## config.mk

```make
export PLATFORM = sky130hd
export DESIGN_NAME = npc_io_periph
export DESIGN_NICKNAME = d
export VERILOG_FILES = /design/src/rtl/npc_io_periph.sv
export SDC_FILE = /design/constraint.sdc
export NUM_CORES = 1
export LEC_CHECK = 0
export BUFFER_PORTS_ARGS = -buffer_cell sky130_fd_sc_hd__clkbuf_2
export CORE_ASPECT_RATIO = 0.9
export CORE_MARGIN = 8
export CORE_UTILIZATION = 35
export DETAILED_ROUTE_END_ITERATION = 6
export HOLD_SLACK_MARGIN = 0.15
export SKIP_CTS_REPAIR_TIMING = 1
export SYNTH_ARGS = -nofsm -noshare
export SYNTH_HDL_FRONTEND = slang
export SYNTH_SLANG_ARGS = --single-unit
```

## constraint.sdc

```tcl
create_clock -name clk -period 8.24 [get_ports clk]
set_input_delay 0.412 -clock clk [delete_from_list [all_inputs] [get_ports clk]]
set_output_delay 0.412 -clock clk [all_outputs]
set_load 0.005 [all_outputs]
```

## src/rtl/npc_io_periph.sv

```systemverilog
// Board I/O block: running-light LEDs mixed with switches, PS/2 scan-code receiver
// with FIFO, and 640x480@60 VGA timing with pass-through of externally looked-up RGB.
module npc_io_periph #(
    parameter int unsigned LED_PERIOD = 5_000_000,
    parameter int unsigned FIFO_AW    = 3
) (
    input  logic        clk,
    input  logic        resetn,
    input  logic [7:0]  sw,
    output logic [15:0] ledr,
    input  logic        ps2_clk,
    input  logic        ps2_data,
    input  logic        kbd_nextdata_n,
    output logic [7:0]  kbd_data,
    output logic        kbd_ready,
    output logic        kbd_overflow,
    input  logic [23:0] vga_data,
    output logic [9:0]  h_addr,
    output logic [9:0]  v_addr,
    output logic        hsync,
    output logic        vsync,
    output logic        valid,
    output logic [7:0]  vga_r,
    output logic [7:0]  vga_g,
    output logic [7:0]  vga_b
);

    localparam int unsigned CNT_W   = $clog2(LED_PERIOD);
    localparam int unsigned DEPTH   = 1 << FIFO_AW;
    localparam int unsigned H_SYNC  = 96;
    localparam int unsigned H_START = 144;
    localparam int unsigned H_END   = 784;
    localparam int unsigned H_TOTAL = 800;
    localparam int unsigned V_SYNC  = 2;
    localparam int unsigned V_START = 35;
    localparam int unsigned V_END   = 515;
    localparam int unsigned V_TOTAL = 525;

    // ---------------- LED running light ----------------
    logic [7:0]       rot;
    logic [CNT_W-1:0] cnt;

    always_ff @(posedge clk or negedge resetn) begin
        if (!resetn) begin
            rot <= 8'h01;
            cnt <= '0;
        end else if (cnt == CNT_W'(LED_PERIOD - 1)) begin
            cnt <= '0;
            rot <= {rot[6:0], rot[7]};
        end else begin
            cnt <= cnt + CNT_W'(1);
        end
    end

    assign ledr = {rot, sw};

    // ---------------- PS/2 receiver ----------------
    logic [2:0]         ps2_sync;
    logic [9:0]         buffer;
    logic [3:0]         count;
    logic [FIFO_AW-1:0] w_ptr;
    logic [FIFO_AW-1:0] r_ptr;
    logic [7:0]         fifo [DEPTH];
    logic               fall;
    logic               frame_end;
    logic               frame_ok;
    logic               full;
    logic               push;
    logic               pop;

    always_comb begin
        fall      = ps2_sync[2] & ~ps2_sync[1];
        frame_end = fall && (count == 4'd10);
        frame_ok  = ~buffer[0] & ps2_data & (^buffer[9:1]);
        full      = (w_ptr + FIFO_AW'(1)) == r_ptr;
        push      = frame_end & frame_ok & ~full;
        pop       = ~kbd_nextdata_n & kbd_ready;
    end

    always_ff @(posedge clk or negedge resetn) begin
        if (!resetn) begin
            ps2_sync     <= '0;
            buffer       <= '0;
            count        <= '0;
            w_ptr        <= '0;
            r_ptr        <= '0;
            kbd_overflow <= 1'b0;
        end else begin
            ps2_sync <= {ps2_sync[1:0], ps2_clk};
            if (fall) begin
                if (count == 4'd10) begin
                    count <= '0;
                    if (frame_ok && full)
                        kbd_overflow <= 1'b1;
                end else begin
                    buffer[count] <= ps2_data;
                    count         <= count + 4'd1;
                end
            end
            if (push)
                w_ptr <= w_ptr + FIFO_AW'(1);
            if (pop)
                r_ptr <= r_ptr + FIFO_AW'(1);
        end
    end

    // Storage needs no reset: contents are only observed behind kbd_ready.
    always_ff @(posedge clk) begin
        if (push)
            fifo[w_ptr] <= buffer[8:1];
    end

    assign kbd_ready = (w_ptr != r_ptr);
    assign kbd_data  = fifo[r_ptr];

    // ---------------- VGA timing ----------------
    logic [9:0] x;
    logic [9:0] y;
    logic       h_valid;
    logic       v_valid;

    always_ff @(posedge clk or negedge resetn) begin
        if (!resetn) begin
            x <= '0;
            y <= '0;
        end else if (x == 10'(H_TOTAL - 1)) begin
            x <= '0;
            y <= (y == 10'(V_TOTAL - 1)) ? 10'd0 : y + 10'd1;
        end else begin
            x <= x + 10'd1;
        end
    end

    always_comb begin
        hsync   = (x >= 10'(H_SYNC));
        vsync   = (y >= 10'(V_SYNC));
        h_valid = (x >= 10'(H_START)) && (x < 10'(H_END));
        v_valid = (y >= 10'(V_START)) && (y < 10'(V_END));
        valid   = h_valid & v_valid;
        h_addr  = h_valid ? x - 10'(H_START) : 10'd0;
        v_addr  = v_valid ? y - 10'(V_START) : 10'd0;
        vga_r   = valid ? vga_data[23:16] : 8'd0;
        vga_g   = valid ? vga_data[15:8]  : 8'd0;
        vga_b   = valid ? vga_data[7:0]   : 8'd0;
    end

endmodule

```

==> summary.txt, run 1 <==
CP Capture Point - fifo[2][4]$_DFFE_PP_
HP Class - input port to asynchronous set/reset pin
leakage - 3.33 nW
H-tree levels - 4
Placed Cells - 837
period utilization - 38.2%
Worst Setup SP - r_ptr[0]$_DFFE_PN0P_
Syn Nets - 573
FF-to-FF setup slack - 5.09 ns
status - finished clean
DP Worst Slack - 4.98 ns
vias in the first global route - 4373
Core Rows - 48
initial antenna violation count - 0
Port Buffers - 93
Async S/R FF share, synth - 54.0%
Final HPWL DP - 9130 um
CTS sink count - 139
layout cells sized above 1 - 30.7%
die width - 162 um
RD Place Congestion - 0.780
upper clock frequency limit - 317 MHz
Vias - 4234
worst reg2reg endpoint - fifo[2][4]$_DFFE_PP_
synth unique cells - 59
#FFs+latches synth - 139
Final Slew Violations - 0
Finished Layout Cells - 869
Worst-Skew Late Latency - 0.41 ns
setup slack after layout - 5.09 ns
Antenna Cells - 0
FF-to-FF path depth - 5
Seq. cell area - 3800 um^2
mean post-synth cell area - 12.8 um^2
Post-DRT Antenna Nets - 0
CTS tree - done
Max clock buf depth - 2
crit path kind - flop to flop
Worst-Margin Slew - 1.12 ns
nets - 656
initial DRC count - 201
prevailing post-synth register cell - dfrtp_1
root buf cell - clkbuf_16
clock period minus worst slack - 3.15 ns
Yosys warnings - 0
worst path cell trace - xnor2_1 > or3_1 > and2_4 > nand3b_1 > nor3b_1
max-capacitance violation count - 0
vias per cell - 4.87
multi-input combinational cell area - 2680 um^2
Post-Synthesis Cell Area - 6710 um^2
Die ar. - 23900 um^2
top-area cell type share of the netlist area - 28.6%
final WL - 13000 um
Crit. End Element - flop
Critical Path Source Type - flop
DIE HEIGHT - 147 um
Crit path largest cell delay - 1.08 ns
global route total overflow - 0
pin count of the biggest net entering global routing - 76
Crit path arrival time - 3.17 ns
core box area - 19000 um^2
Fill cells - 1818
top cells by area, synth - edfxtp_1 29%, dfrtp_1 28%, mux4_2 5.4%
Post-synth EDFFs - 64
Clock Skews - 0.0132 ns
part of the Yosys area used for sequential elements - 56.6%
CTS buffer count - 17
Post-Synthesis Cells - 524
first-pass GRT wire length - 21700 um
Max-slew headroom - 25.2%
Final Hold Viols - 0
Worst path slowest cell - dfrtp_1
final instance area - 8010 um^2
IO Count - 110
DRT Pass-1 Iters - 4
Final setup viols - 0
Initial Utilization - 35.4%
worst-path fanout max - 19
RSZ-0062 raised after global routing - false
Critical Path RT - 8.26 ns
Setup TNS - 0 ns
Pwr Density - 272 nW/um^2
DRC Markers - 0
total track usage - 11.2%
Synth area leader - edfxtp_1
Reg-to-Reg Start - r_ptr[0]$_DFFE_PN0P_
VDD IR max - 0.152 mV
Area Overhead vs Synth - 19.3%
routed length per placed instance - 14.9 um
Total Power - 2.17 mW
clock slew at reported path FFs - 0.06 ns
Placement Cell Area - 7340 um^2
## state kept, by name (all words and copies together) (netlist names)
name,flops
buffer,10
cnt,23
count,4
fifo,64
kbd_overflow,1
ps2_sync,3
r_ptr,3
rot,8
w_ptr,3
x,10
y,10
## layout make-up
type / instances / area share, %
Multi-Input combinational cell: 338 / 33.5
Timing Repair Buffer: 98 / 6.35
Clock inverter: 11 / 2.74
Inverter: 13 / 0.610
Tap cell: 250 / 3.91
Sequential cell: 139 / 47.5
Clock buffer: 20 / 5.45
## synthesized netlist by cell type, types with 4 or more instances
master,number
nand3_1,19
dfrtp_1,74
clkbuf_1,14
nor2_1,43
inv_1,13
nor2b_1,7
mux2_2,29
o21ai_0,8
buf_2,7
buf_4,11
nand4_1,11
nand2_1,29
edfxtp_1,64
mux4_2,16
nand2b_1,4
o31ai_1,4
and2_1,24
ha_1,12
a21o_1,4
nor4_1,7
a21oi_1,5
and4_1,4
nor3_1,15
nor3b_1,5
xor2_1,17
xnor2_1,35
## cell families (layout without fill, tap and decap cells)
logic type	count (synthesis)	in the layout	synth area share (%)
flops	139	139	56.6
xor+xnor	54	54	7.48
compound gates	34	34	3.53
buf+inv	47	142	3.51
mux	47	47	10.6
fa+ha+maj	12	12	2.24
simple gates	191	191	16.0
## placed cells by master (no fill, tap or decap), types with 13 or more instances in the layout
cell type   n
clkbuf_2   92
dfrtp_1    74
edfxtp_1   64
nor2_1     43
xnor2_1    35
nand2_1    29
mux2_2     29
and2_1     24
nand3_1    19
xor2_1     17
clkbuf_16  17
mux4_2     16
nor3_1     15
inv_1      13
## routing by layer
layer,vias up,track usage (%),wire [um]
li1,2032,-,-
met1,2098,14.5,6280
met2,91,17.3,5990
met3,13,3.92,604
met4,0,3.10,109
met5,-,0,0
## critical path, delay by kind of cell (launching register included)
family	cells	cell delay, ns
simple gates	4	1.43
flops	1	1.08
xor+xnor	1	0.25
## power by group
| part | switching, mW | internal (mW) |
|---|---|---|
| clock network | 0.277 | 0.568 |
| registers | 0.141 | 0.820 |
| logic | 0.136 | 0.234 |
| total | 0.554 | 1.62 |
## stage by stage
step | util, % | hold slack, ns
after global routing | 42.2 | 0.218
final | 42.2 | 0.144
after global placement | 38.7 | 0.336
after CTS | 42.1 | 0.0983
after floorplan | - | 0.116
after detailed placement | 38.7 | 0.339
## how the worst min path moves through the flow
stage	to	slack, ns	cells after the start
2_1_floorplan	buffer[0]$_DFFE_PN0P_	0.12	0
3_3_place_gp	ps2_sync[1]$_DFF_PN0_	0.34	0
3_5_place_dp	ps2_sync[1]$_DFF_PN0_	0.34	0
4_1_cts	ps2_sync[0]$_DFF_PN0_	0.1	1
5_1_grt	rot[4]$_DFFE_PN0N_	0.22	1
6_report	rot[7]$_DFFE_PN0N_	0.14	1
No activity file was read; power rests on OpenSTA's default activity.
==> run 2: changes to the inputs <==
Clock period 8.24 ns to 2.7 ns, I/O delays scaled along.
==> run 2 against run 1 <==
Compared with the run above:
- worst setup slack worse by 4.9 ns
- die area stayed put
- critical path depth is 3 higher
- global-route usage is 0.61 points higher
- sequential cell count stayed put
- cell area is 2.2% higher
- sequential power grew to 2.9 times the previous value
- total power grew to 3.0 times the previous value
- clock skew is 0.0032 ns lower
- worst hold slack better by 0.13 ns
==> summary.txt, run 2 (synthesis gave the netlist of run 1 again) <==
status - finished clean
Clock Skews - 0.00999 ns
clock slew at reported path FFs - 0.06 ns
Max clock buf depth - 2
P_int - 4.61 mW
Antenna Cells - 0
setup slack after layout - 0.141 ns
Final Hold Viols - 0
HP Class - input port to output pin
FF-to-FF path depth - 6
routed length per placed instance - 15.3 um
Placement Cell Area - 7440 um^2
nets - 679
leading registers by flop count - fifo (64), cnt (23)
total track usage - 11.8%
DIE HEIGHT - 147 um
Sw Ratio - 29.1%
VDD IR max - 0.610 mV
max-capacitance violation count - 0
Critical Path RT - 2.57 ns
core box area - 19000 um^2
Die ar. - 23900 um^2
commonest non-fill, non-tap cell in the layout - clkbuf_2
worst hold slack - 0.270 ns
CP Capture Point - vga_g[0]
Critical Path Source Type - flop
FF-to-FF setup slack - 0.33 ns
clock power share - 35.9%
Max-slew headroom - 37.6%
Area Overhead vs Synth - 22.0%
pin count of the biggest net entering global routing - 76
root buf cell - clkbuf_16
worst reg2reg endpoint - fifo[1][2]$_DFFE_PP_
initial antenna violation count - 0
clock period minus worst slack - 2.56 ns
RD Place Congestion - 0.737
Reg power frac - 42.6%
Reg-to-Reg Start - buffer[3]$_DFFE_PN0P_
die width - 162 um
Pwr Density - 795 nW/um^2
worst-path fanout max - 7
initial DRC count - 237
vias per cell - 4.86
Initial Utilization - 35.4%
H-tree levels - 4
period utilization - 94.8%
Logic pwr share - 21.5%
Worst-Skew Late Latency - 0.42 ns
upper clock frequency limit - 391 MHz
Final HPWL DP - 9310 um
Worst Setup SP - y[0]$_DFFE_PN0N_
leakage - 3.42 nW
first-pass GRT wire length - 22700 um
DRC Markers - 0
IO Count - 110
layout cells sized above 1 - 34.1%
Post-DRT Antenna Nets - 0
vias in the first global route - 4599
Final Slew Violations - 0
CTS sink count - 139
Worst-Margin Slew - 0.936 ns
final WL - 13600 um
Final setup viols - 0
global route total overflow - 0
most frequent cells in the layout - 92 x clkbuf_2, 72 x dfrtp_1, 64 x edfxtp_1
Setup TNS - 0 ns
Crit. End Element - output pin
max reg flops - 64
crit path kind - flop to output pin
Crit path arrival time - 2.42 ns
CTS tree - done
CTS buffer count - 17
DRT Pass-1 Iters - 4
DP Worst Slack - 0.264 ns
min-delay src - sw[6]
largest register by flop count - fifo
net switching power - 1.90 mW
Total Power - 6.51 mW
Vias - 4342
Port Buffers - 93
final instance area - 8180 um^2
Fill cells - 1791
Core Rows - 48
[run 2: layout make-up]
type	instances	area, um^2	area share [%]
inverter	13	48.8	0.596
sequential	139	3800	46.5
clock inverter	15	171	2.09
multi-input combinational	341	2750	33.5
tap	250	313	3.82
timing repair buffer	118	678	8.29
clock buffer	17	425	5.20
[run 2: how the worst min path moves through the flow]
| stage | to | depth (start not counted) | slack, ns |
|---|---|---|---|
| after global routing | ledr[6] | 0 | 0.27 |
| after detailed placement | ps2_sync[0]$_DFF_PN0_ | 1 | 0.25 |
| after CTS | ps2_sync[0]$_DFF_PN0_ | 1 | -0.20 |
| final | ledr[6] | 0 | 0.27 |
| after global placement | ps2_sync[0]$_DFF_PN0_ | 1 | 0.25 |
| after floorplan | buffer[0]$_DFFE_PN0P_ | 0 | -0.16 |
[run 2: power groups by stage]
stage	clock network, mW	registers, mW	logic [mW]
floorplan	0	2.69	1.05
detailed placement	0	2.82	1.36
finish	2.34	2.77	1.40
CTS	2.40	2.78	1.37
global route	2.48	2.81	1.54
global placement	0	2.80	1.34
[run 2: critical path: stages, from the launching register on]
cell      delay [ns]
dfrtp_2         0.45
ha_4            0.20
or4_4           0.50
nor3_4          0.19
nor2_4          0.08
buf_12          0.15
nor2_4          0.16
and2_4          0.15
clkbuf_2        0.11
[run 2: routing by layer]
metal	part of all wire, %	vias to the layer above	global-route usage, %
met5	0	-	0
met4	0.67	0	2.91
met3	4.1	12	3.97
met2	47	85	18.7
met1	48	2145	15.2
li1	-	2100	-
[run 2: per-stage QoR]
stage	cells	util, %
after floorplan	524	-
after global placement	850	39.2
after detailed placement	850	39.2
after CTS	882	42.3
after global routing	893	43.1
final	893	43.1
